**config.mk**
```make
export PLATFORM = sky130hd
export DESIGN_NAME = acumulador_credito
export DESIGN_NICKNAME = d
export VERILOG_FILES = /design/src/rtl/acumulador_credito_pkg.sv /design/src/rtl/acumulador_credito_temporizador.sv /design/src/rtl/acumulador_credito.sv
export SDC_FILE = /design/constraint.sdc
export NUM_CORES = 1
export LEC_CHECK = 0
export BUFFER_PORTS_ARGS = -buffer_cell sky130_fd_sc_hd__buf_2
export CAP_MARGIN = 25
export CELL_PAD_IN_SITES_DETAIL_PLACEMENT = 1
export CELL_PAD_IN_SITES_GLOBAL_PLACEMENT = 2
export CORE_MARGIN = 3
export CORE_UTILIZATION = 35
export DETAILED_ROUTE_END_ITERATION = 8
export PLACE_DENSITY_LB_ADDON = 0.25
export SETUP_SLACK_MARGIN = 0.1
export SYNTH_ARGS = -nofsm -noshare
export SYNTH_HDL_FRONTEND = slang
export SYNTH_SLANG_ARGS = --single-unit
```
**constraint.sdc**
```tcl
create_clock -name clk -period 3.4 [get_ports clk]
set_clock_uncertainty 0.2 [all_clocks]
set_input_delay 0 -clock clk [delete_from_list [all_inputs] [get_ports clk]]
set_output_delay 0 -clock clk [all_outputs]
set_load 0.02 [all_outputs]
```
**src/rtl/acumulador_credito_pkg.sv**
```systemverilog
// Shared definitions for the credit accumulator: coin codes, FSM states and
// the default unit value of each coin.
package acumulador_pkg;

  localparam logic [1:0] COIN_NONE = 2'b00;
  localparam logic [1:0] COIN_C1   = 2'b01;
  localparam logic [1:0] COIN_C2   = 2'b10;
  localparam logic [1:0] COIN_C3   = 2'b11;

  localparam int DEF_VAL_C1 = 1;
  localparam int DEF_VAL_C2 = 2;
  localparam int DEF_VAL_C3 = 4;

  typedef enum logic [1:0] {
    ST_IDLE   = 2'd0,
    ST_ACCUM  = 2'd1,
    ST_SETTLE = 2'd2
  } state_t;

endpackage

```
**src/rtl/acumulador_credito_temporizador.sv**
```systemverilog
// Inactivity down-counter. expired is high during the cycle in which the
// TIMEOUT_CYCLES-th consecutive idle edge will occur.
module temporizador_inatividade #(
  parameter int TIMEOUT_CYCLES = 1000
) (
  input  logic clk,
  input  logic rst_n,
  input  logic clear,
  input  logic enable,
  output logic expired
);

  localparam int CNT_W = $clog2(TIMEOUT_CYCLES + 1);
  // Loaded with T-1 so that reaching zero marks the last idle cycle.
  localparam logic [CNT_W-1:0] LOAD_VAL = CNT_W'(TIMEOUT_CYCLES - 1);

  logic [CNT_W-1:0] count_q;

  always_ff @(posedge clk or negedge rst_n) begin
    if (!rst_n) begin
      count_q <= LOAD_VAL;
    end else if (clear) begin
      count_q <= LOAD_VAL;
    end else if (enable && (count_q != '0)) begin
      count_q <= count_q - 1'b1;
    end
  end

  assign expired = enable && (count_q == '0);

endmodule

```
**src/rtl/acumulador_credito.sv**
```systemverilog
// Credit accumulator: sums coins up to a cap, settles purchases against a
// price with change, and refunds everything after an inactivity timeout.
module acumulador_credito
  import acumulador_pkg::*;
#(
  parameter int CREDIT_W       = 6,
  parameter int MAX_CREDIT     = 8,
  parameter int VAL_C1         = DEF_VAL_C1,
  parameter int VAL_C2         = DEF_VAL_C2,
  parameter int VAL_C3         = DEF_VAL_C3,
  parameter int TIMEOUT_CYCLES = 1000
) (
  input  logic                clk,
  input  logic                rst_n,
  input  logic                coin_valid,
  input  logic [1:0]          coin_code,
  input  logic                vend_req,
  input  logic [CREDIT_W-1:0] price,
  output logic [CREDIT_W-1:0] credit,
  output logic                coin_accept,
  output logic                coin_reject,
  output logic                vend_ok,
  output logic                vend_deny,
  output logic                change_valid,
  output logic [CREDIT_W-1:0] change,
  output logic                timeout_refund,
  output state_t              state_dbg
);

  // Handshake: every input is a one-cycle strobe with no ready; every
  // response is a registered one-cycle pulse the cycle after the strobe.

  state_t              state_q, state_d;
  logic [CREDIT_W-1:0] credit_q, credit_d;
  logic [CREDIT_W-1:0] pend_q, pend_d;
  logic [CREDIT_W-1:0] change_q, change_d;
  logic                accept_q, accept_d, reject_q, reject_d;
  logic                ok_q, ok_d, deny_q, deny_d;
  logic                cv_q, cv_d, refund_q, refund_d;

  logic [CREDIT_W:0]   coin_val, coin_sum;
  logic                coin_fits, expired, tmr_clear, tmr_enable;

  always_comb begin
    coin_val = '0;
    case (coin_code)
      COIN_C1: coin_val = (CREDIT_W+1)'(VAL_C1);
      COIN_C2: coin_val = (CREDIT_W+1)'(VAL_C2);
      COIN_C3: coin_val = (CREDIT_W+1)'(VAL_C3);
      default: coin_val = '0;
    endcase
  end

  // One extra bit so an oversized insert is rejected instead of wrapping.
  assign coin_sum  = {1'b0, credit_q} + coin_val;
  assign coin_fits = (coin_code != COIN_NONE) &&
                     (coin_sum <= (CREDIT_W+1)'(MAX_CREDIT));

  assign tmr_enable = (state_q == ST_ACCUM);
  assign tmr_clear  = coin_valid || vend_req || (state_q != ST_ACCUM);

  temporizador_inatividade #(
    .TIMEOUT_CYCLES(TIMEOUT_CYCLES)
  ) u_timer (
    .clk    (clk),
    .rst_n  (rst_n),
    .clear  (tmr_clear),
    .enable (tmr_enable),
    .expired(expired)
  );

  always_comb begin
    state_d  = state_q;
    credit_d = credit_q;
    pend_d   = pend_q;
    change_d = change_q;
    accept_d = 1'b0;
    reject_d = 1'b0;
    ok_d     = 1'b0;
    deny_d   = 1'b0;
    cv_d     = 1'b0;
    refund_d = 1'b0;
    case (state_q)
      ST_IDLE, ST_ACCUM: begin
        // A vend takes precedence; a coin in the same cycle is returned.
        if (vend_req) begin
          reject_d = coin_valid;
          if ((state_q == ST_ACCUM) && (credit_q >= price)) begin
            ok_d    = 1'b1;
            pend_d  = credit_q - price;
            state_d = ST_SETTLE;
          end else begin
            deny_d = 1'b1;
          end
        end else if (coin_valid) begin
          if (coin_fits) begin
            accept_d = 1'b1;
            credit_d = coin_sum[CREDIT_W-1:0];
            state_d  = ST_ACCUM;
          end else begin
            reject_d = 1'b1;
          end
        end else if ((state_q == ST_ACCUM) && expired) begin
          refund_d = 1'b1;
          pend_d   = credit_q;
          state_d  = ST_SETTLE;
        end
      end
      ST_SETTLE: begin
        cv_d     = 1'b1;
        change_d = pend_q;
        credit_d = '0;
        reject_d = coin_valid;
        deny_d   = vend_req;
        state_d  = ST_IDLE;
      end
      default: begin
        credit_d = '0;
        state_d  = ST_IDLE;
      end
    endcase
  end

  always_ff @(posedge clk or negedge rst_n) begin
    if (!rst_n) begin
      state_q  <= ST_IDLE;
      credit_q <= '0;
      pend_q   <= '0;
      change_q <= '0;
      accept_q <= 1'b0;
      reject_q <= 1'b0;
      ok_q     <= 1'b0;
      deny_q   <= 1'b0;
      cv_q     <= 1'b0;
      refund_q <= 1'b0;
    end else begin
      state_q  <= state_d;
      credit_q <= credit_d;
      pend_q   <= pend_d;
      change_q <= change_d;
      accept_q <= accept_d;
      reject_q <= reject_d;
      ok_q     <= ok_d;
      deny_q   <= deny_d;
      cv_q     <= cv_d;
      refund_q <= refund_d;
    end
  end

  assign credit         = credit_q;
  assign coin_accept    = accept_q;
  assign coin_reject    = reject_q;
  assign vend_ok        = ok_q;
  assign vend_deny      = deny_q;
  assign change_valid   = cv_q;
  assign change         = change_q;
  assign timeout_refund = refund_q;
  assign state_dbg      = state_q;

endmodule

```
# Yosys cells after proc, flatten, opt, wreduce, memory -nomap -nowiden
# Index checks and enable logic that the tools add are counted.
op_classes:
  n_addsub: 3
  n_lt_le_gt_ge: 2
  n_eq_ne: 14
  n_mux: 36
  reduce_logical: 17
op_table:
  columns: ["operator", "count"]
  rows:
  - ["6-bit 2-to-1 mux", 8]
  - ["10-bit 2-to-1 mux", 2]
  - ["1-bit 2-to-1 mux", 17]
  - ["2-bit 2-to-1 mux", 6]
  - ["10-bit logical NOT", 1]
  - ["10-bit nonzero test", 1]
  - ["10-bit by 1-bit subtractor with 10-bit output, second input constant", 1]
  - ["3-bit case mux with 3 select lines", 1]
  - ["4-bit != test, second input constant", 2]
  - ["6-bit by 7-bit adder with 7-bit output", 1]
  - ["7-bit by 4-bit <= comparator with 1-bit output, second input constant", 1]
  - ["2-bit equality test, second input constant", 3]
  - ["6-bit greater-or-equal comparator", 1]
  - ["2-bit by 1-bit != test with 1-bit output, second input constant", 3]
  - ["2-bit != test, second input constant", 3]
  - ["3-bit AND reduction", 2]
  - ["2-bit nonzero test", 3]
  - ["6-bit subtractor", 1]
  - ["1-bit logical AND", 5]
  - ["2-bit by 1-bit equality test with 1-bit output, second input constant", 2]
  - ["1-bit case mux with 2 select lines", 2]
  - ["4-bit AND reduction", 1]
  - ["3-bit != test, second input constant", 1]
  - ["2-bit logical NOT", 1]
  - ["2 further kinds", 3]
totals:
  register_bits: 36
  in_bits: 12
  output_inout_bits: 20

# Longest topological paths before layout
logic_depth:
  ltp_word: 9
  ltp_mapped: 11
  ltp_nobuf: 9

# Hierarchy
# From an unflattened synthesis, not the netlist that was laid out.
hier_totals:
  hier_cells: 205
  area_unflattened_um2: 2090.8
by_module_without_submodules:
  columns: ["module", "n_inst", "cells_per_inst", "area_each_um2", "seq_area_each_um2"]
  rows:
  - ["acumulador_credito", 1, 144, 1496.4, 650.6]
  - ["temporizador_inatividade", 1, 61, 594.3, 260.2]

# Worst setup path before layout
# Ideal clock, no wire load.
synth_timing:
  path_type: "reg2reg"
  startpoint: "reg credit_q[0] (netlist: credit[0])"
  endpoint: "reg credit_q[1] (netlist: credit[1])"
  setup_ns: 0.131
  arrival_time_ns: 2.363
  setup_slack_ns: 0.706
  stages_incl_launch_ff: 9
  n_path_buf: 0
  synth_period_minus_slack_ns: 2.694
  path_cell_list: "dfrtp_1 ha_1 fa_1 a21o_1 a211o_1 o221a_2 a21oi_2 mux2i_1 nor2_1"
synth_between:
  elab_chain_cells: 5
  word_cells_on_any_way: 9
  cone_classes: "add/sub (1); order compare (1); eq/ne (1); mux (4); reduce/logical (2)"
synth_lines:
  columns: ["item", "line_no", "text"]
  rows:
  - ["from (decl)", "acumulador_credito.sv:34", "logic [CREDIT_W-1:0] credit_q, credit_d;"]
  - ["from (signal assigned)", "acumulador_credito.sv:138", "credit_q <= credit_d;"]
  - ["6-bit by 7-bit adder with 7-bit output (*)", "acumulador_credito.sv:55", "assign coin_sum = {1'b0, credit_q} + coin_val;"]
  - ["7-bit by 4-bit <= comparator with 1-bit output / 6-bit 2-to-1 mux (equally long branches)", "acumulador_credito.sv:57, acumulador_credito.sv:96", null]
  - ["1-bit logical AND / 6-bit 2-to-1 mux (equally long branches)", "acumulador_credito.sv:56, acumulador_credito.sv:95", null]
  - ["2-bit != test (no source line) / 6-bit 2-to-1 mux (equally long branches)", null, null]
  - ["3-bit AND reduction (no source line) / 6-bit 2-to-1 mux (equally long branches)", null, null]
# Mark *: on every way between the ends. The rest lies on a longest branch, timed or not. The select of a mux whose other input is x is not followed.
# A chain may end at the register's enable or synchronous reset.

# Final worst setup path
# Ends and elaborated chain as after synthesis.

==> flow_summary.json <==
{
  "hold_violations": 0,
  "r2r_slack_ns": 0.55,
  "synth_edf_count": 0,
  "globalplace.congestion": 0.735,
  "die_width_um": 83.1,
  "layout_commonest_cell": "buf_2",
  "syn_area_per_cell_um2": 9.86,
  "post_cts_buffers": 0,
  "cp-end-kind": "flop",
  "numCtsBuffers": 5,
  "fin_cells": 320,
  "rsz0062_at_grt": "false",
  "max-cap-violations": 0,
  "routed_wl_um": 4740,
  "antenna_found_initial": 0,
  "ys_seq_area_frac": 0.438,
  "die_h_um": 83.1,
  "synth_top_area_share": 0.337,
  "clock_sinks": 36,
  "fin_crit_sh": 0.838,
  "grt_pass1_vias": 1653,
  "io_buffer_count": 31,
  "worst_slew_margin_rel": 0.461,
  "ir_drop_mv": 0.296,
  "leakage_nw": 1.07,
  "hp-start": "coin_code[1]",
  "syn_to_final_growth_pct": 15.9,
  "floorplan.initialDensity": 0.369,
  "syn-instance-count": 211,
  "p_per_area_nw_per_um2": 672,
  "overflow": 0,
  "dp_hpwl_um": 3670,
  "worstMarginPinSlew_ns": 0.809,
  "hp-class": "input port to flop",
  "final_nets": 271,
  "cp_data_required_time_ns": 3.36,
  "yosysWarnings": 0,
  "cts_tree": "yes",
  "drt-initial-drc-count": 45,
  "max_freq_mhz": 351,
  "yosysUniqueCellTypes": 48,
  "cp.arrival_ns": 2.81,
  "syn_nets": 235,
  "async_reset_ff_frac": 1.00,
  "worstSetupPathType": "flop to flop",
  "fin_crit_ns": 2.85,
  "r2r_end": "credit[1]",
  "htreeDepth": 2,
  "final-max-slew-violation-count": 0,
  "insertion_delay_ns": 0.29,
  "r2r.worst_path.cells": 8,
  "rr_startpoint": "credit[0]",
  "ant_nets": 0,
  "setup_violations": 0,
  "synth_area_leaders": "dfrtp_1, dfstp_2, ha_1, nand3_1, mux2_2",
  "clk_pin_slew_ns": 0.07,
  "nFillCells": 653,
  "grtUsageTotal": 0.144,
  "clock_path_buffers": 2,
  "drive_above_1_share": 0.246,
  "ys_seq_elements": 36,
  "layout_common_cells": "buf_2, dfrtp_1, inv_1, nand3_1, nor2_1",
  "critPathMaxFanout": 8,
  "antenna-diode-count": 0,
  "dr.pass1.iters": 4,
  "ys.flop_type": "dfrtp_1",
  "grt_first_pass_wirelength_um": 8080,
  "cts-root-buf": "clkbuf_8",
  "syn_area_um2": 2080,
  "grt_max_degree": 37,
  "via_per_inst": 5.08,
  "num_rows": 27,
  "yosys.area.top_type": "dfrtp_1",
  "min_to": "credit[0]",
  "tns_ns": 0,
  "die-area_um2": 6900,
  "dp.cells": 307,
  "wire_per_inst_um": 14.8,
  "cp-start-kind": "flop",
  "io_pins": 32,
  "placed_area_um2": 2280,
  "num_vias": 1627,
  "core_um2": 5640,
  "fin_total_pwr_mw": 1.62,
  "hold_depth": 5,
  "fin_area_um2": 2410,
  "status": "finished, final reports clean",
  "drcViolationCount": 0
}
## critical path, stage by stage, from the launching register on
cell and delay [ns]:
dfrtp_1 0.41, ha_1 0.24, fa_1 0.40, xnor2_1 0.34, nand2_1 0.10, o32a_1 0.38
a21oi_2 0.35, mux2i_1 0.23, nor2_1 0.06
## cells in the mapped netlist, drive strengths merged (4+ instances only)
cell	count
ha	10
buf	5
a21oi	14
nor2	14
mux2	6
inv	17
xnor2	7
dfrtp	28
nand3	17
nand3b	4
dfstp	8
nand2	11
o21ai	9
nor3	5
nor2b	6
## cell type report
| type | instances | area [um^2] | area share |
|---|---|---|---|
| Timing Repair Buffer | 36 | 205 | 0.0851 |
| Sequential cell | 36 | 911 | 0.378 |
| Clock inverter | 1 | 5.00 | 0.00208 |
| Tap cell | 72 | 90.1 | 0.0374 |
| Clock buffer | 7 | 76.3 | 0.0317 |
| Inverter | 17 | 63.8 | 0.0265 |
| Multi-Input combinational cell | 151 | 1060 | 0.440 |
## per-layer routing
metal / vias up / part of all wire / GRT usage
li1: 816 / - / -
met2: 26 / 0.43 / 0.213
met1: 779 / 0.52 / 0.210
met5: - / 0 / 0
met4: 0 / 0.016 / 0.0535
met3: 6 / 0.031 / 0.0218
## repair_timing
action,4_1_cts,5_1_grt
hold buffers,5,0
hold endpoints to repair,39,0
endpoints found under the setup margin,0,0
gates resized for setup,0,0
## cells by family after synthesis
| logic type | after synthesis | share of synthesized area |
|---|---|---|
| buf+inv | 24 | 0.0523 |
| compound gates | 45 | 0.147 |
| simple gates | 79 | 0.212 |
| mux | 8 | 0.0421 |
| xor+xnor | 7 | 0.0295 |
| fa+ha+maj | 12 | 0.0794 |
| flops | 36 | 0.438 |
## sequential cells by signal, indices dropped and copies added, names as in the netlist
name             count
coin_reject          1
pend_q               6
timeout_refund       1
state_dbg            2
vend_ok              1
change               6
change_valid         1
coin_accept          1
u_timer.count_q     10
credit               6
vend_deny            1
## through the flow
stage / utilization / hold WS (ns) / worst slack (ns)
global placement: 0.404 / -0.0622 / 0.584
detailed placement: 0.404 / -0.0496 / 0.550
global route: 0.427 / 0.152 / 0.279
finish: 0.427 / 0.0761 / 0.550
CTS: 0.427 / 0.0892 / 0.530
floorplan: - / -0.496 / 0.706
## where the power goes
part | leakage [nW] | internal (mW) | total [mW] | switching, mW
Combinational | 0.608 | 0.292 | 0.688 | 0.396
Clock | 0.0422 | 0.144 | 0.292 | 0.149
Sequential | 0.425 | 0.538 | 0.641 | 0.103
Total | 1.07 | 0.973 | 1.62 | 0.647
## worst max path at each step
stage / start / to / slack (ns) / cells after the start
3_3_place_gp: credit[0] / credit[0] / 0.58 / 8
2_1_floorplan: credit[0] / credit[1] / 0.71 / 8
6_report: credit[0] / credit[1] / 0.55 / 8
3_5_place_dp: credit[0] / credit[1] / 0.55 / 8
5_1_grt: credit[0] / credit[0] / 0.28 / 8
4_1_cts: credit[0] / credit[1] / 0.53 / 8
Power figures use the tool's default switching activity.
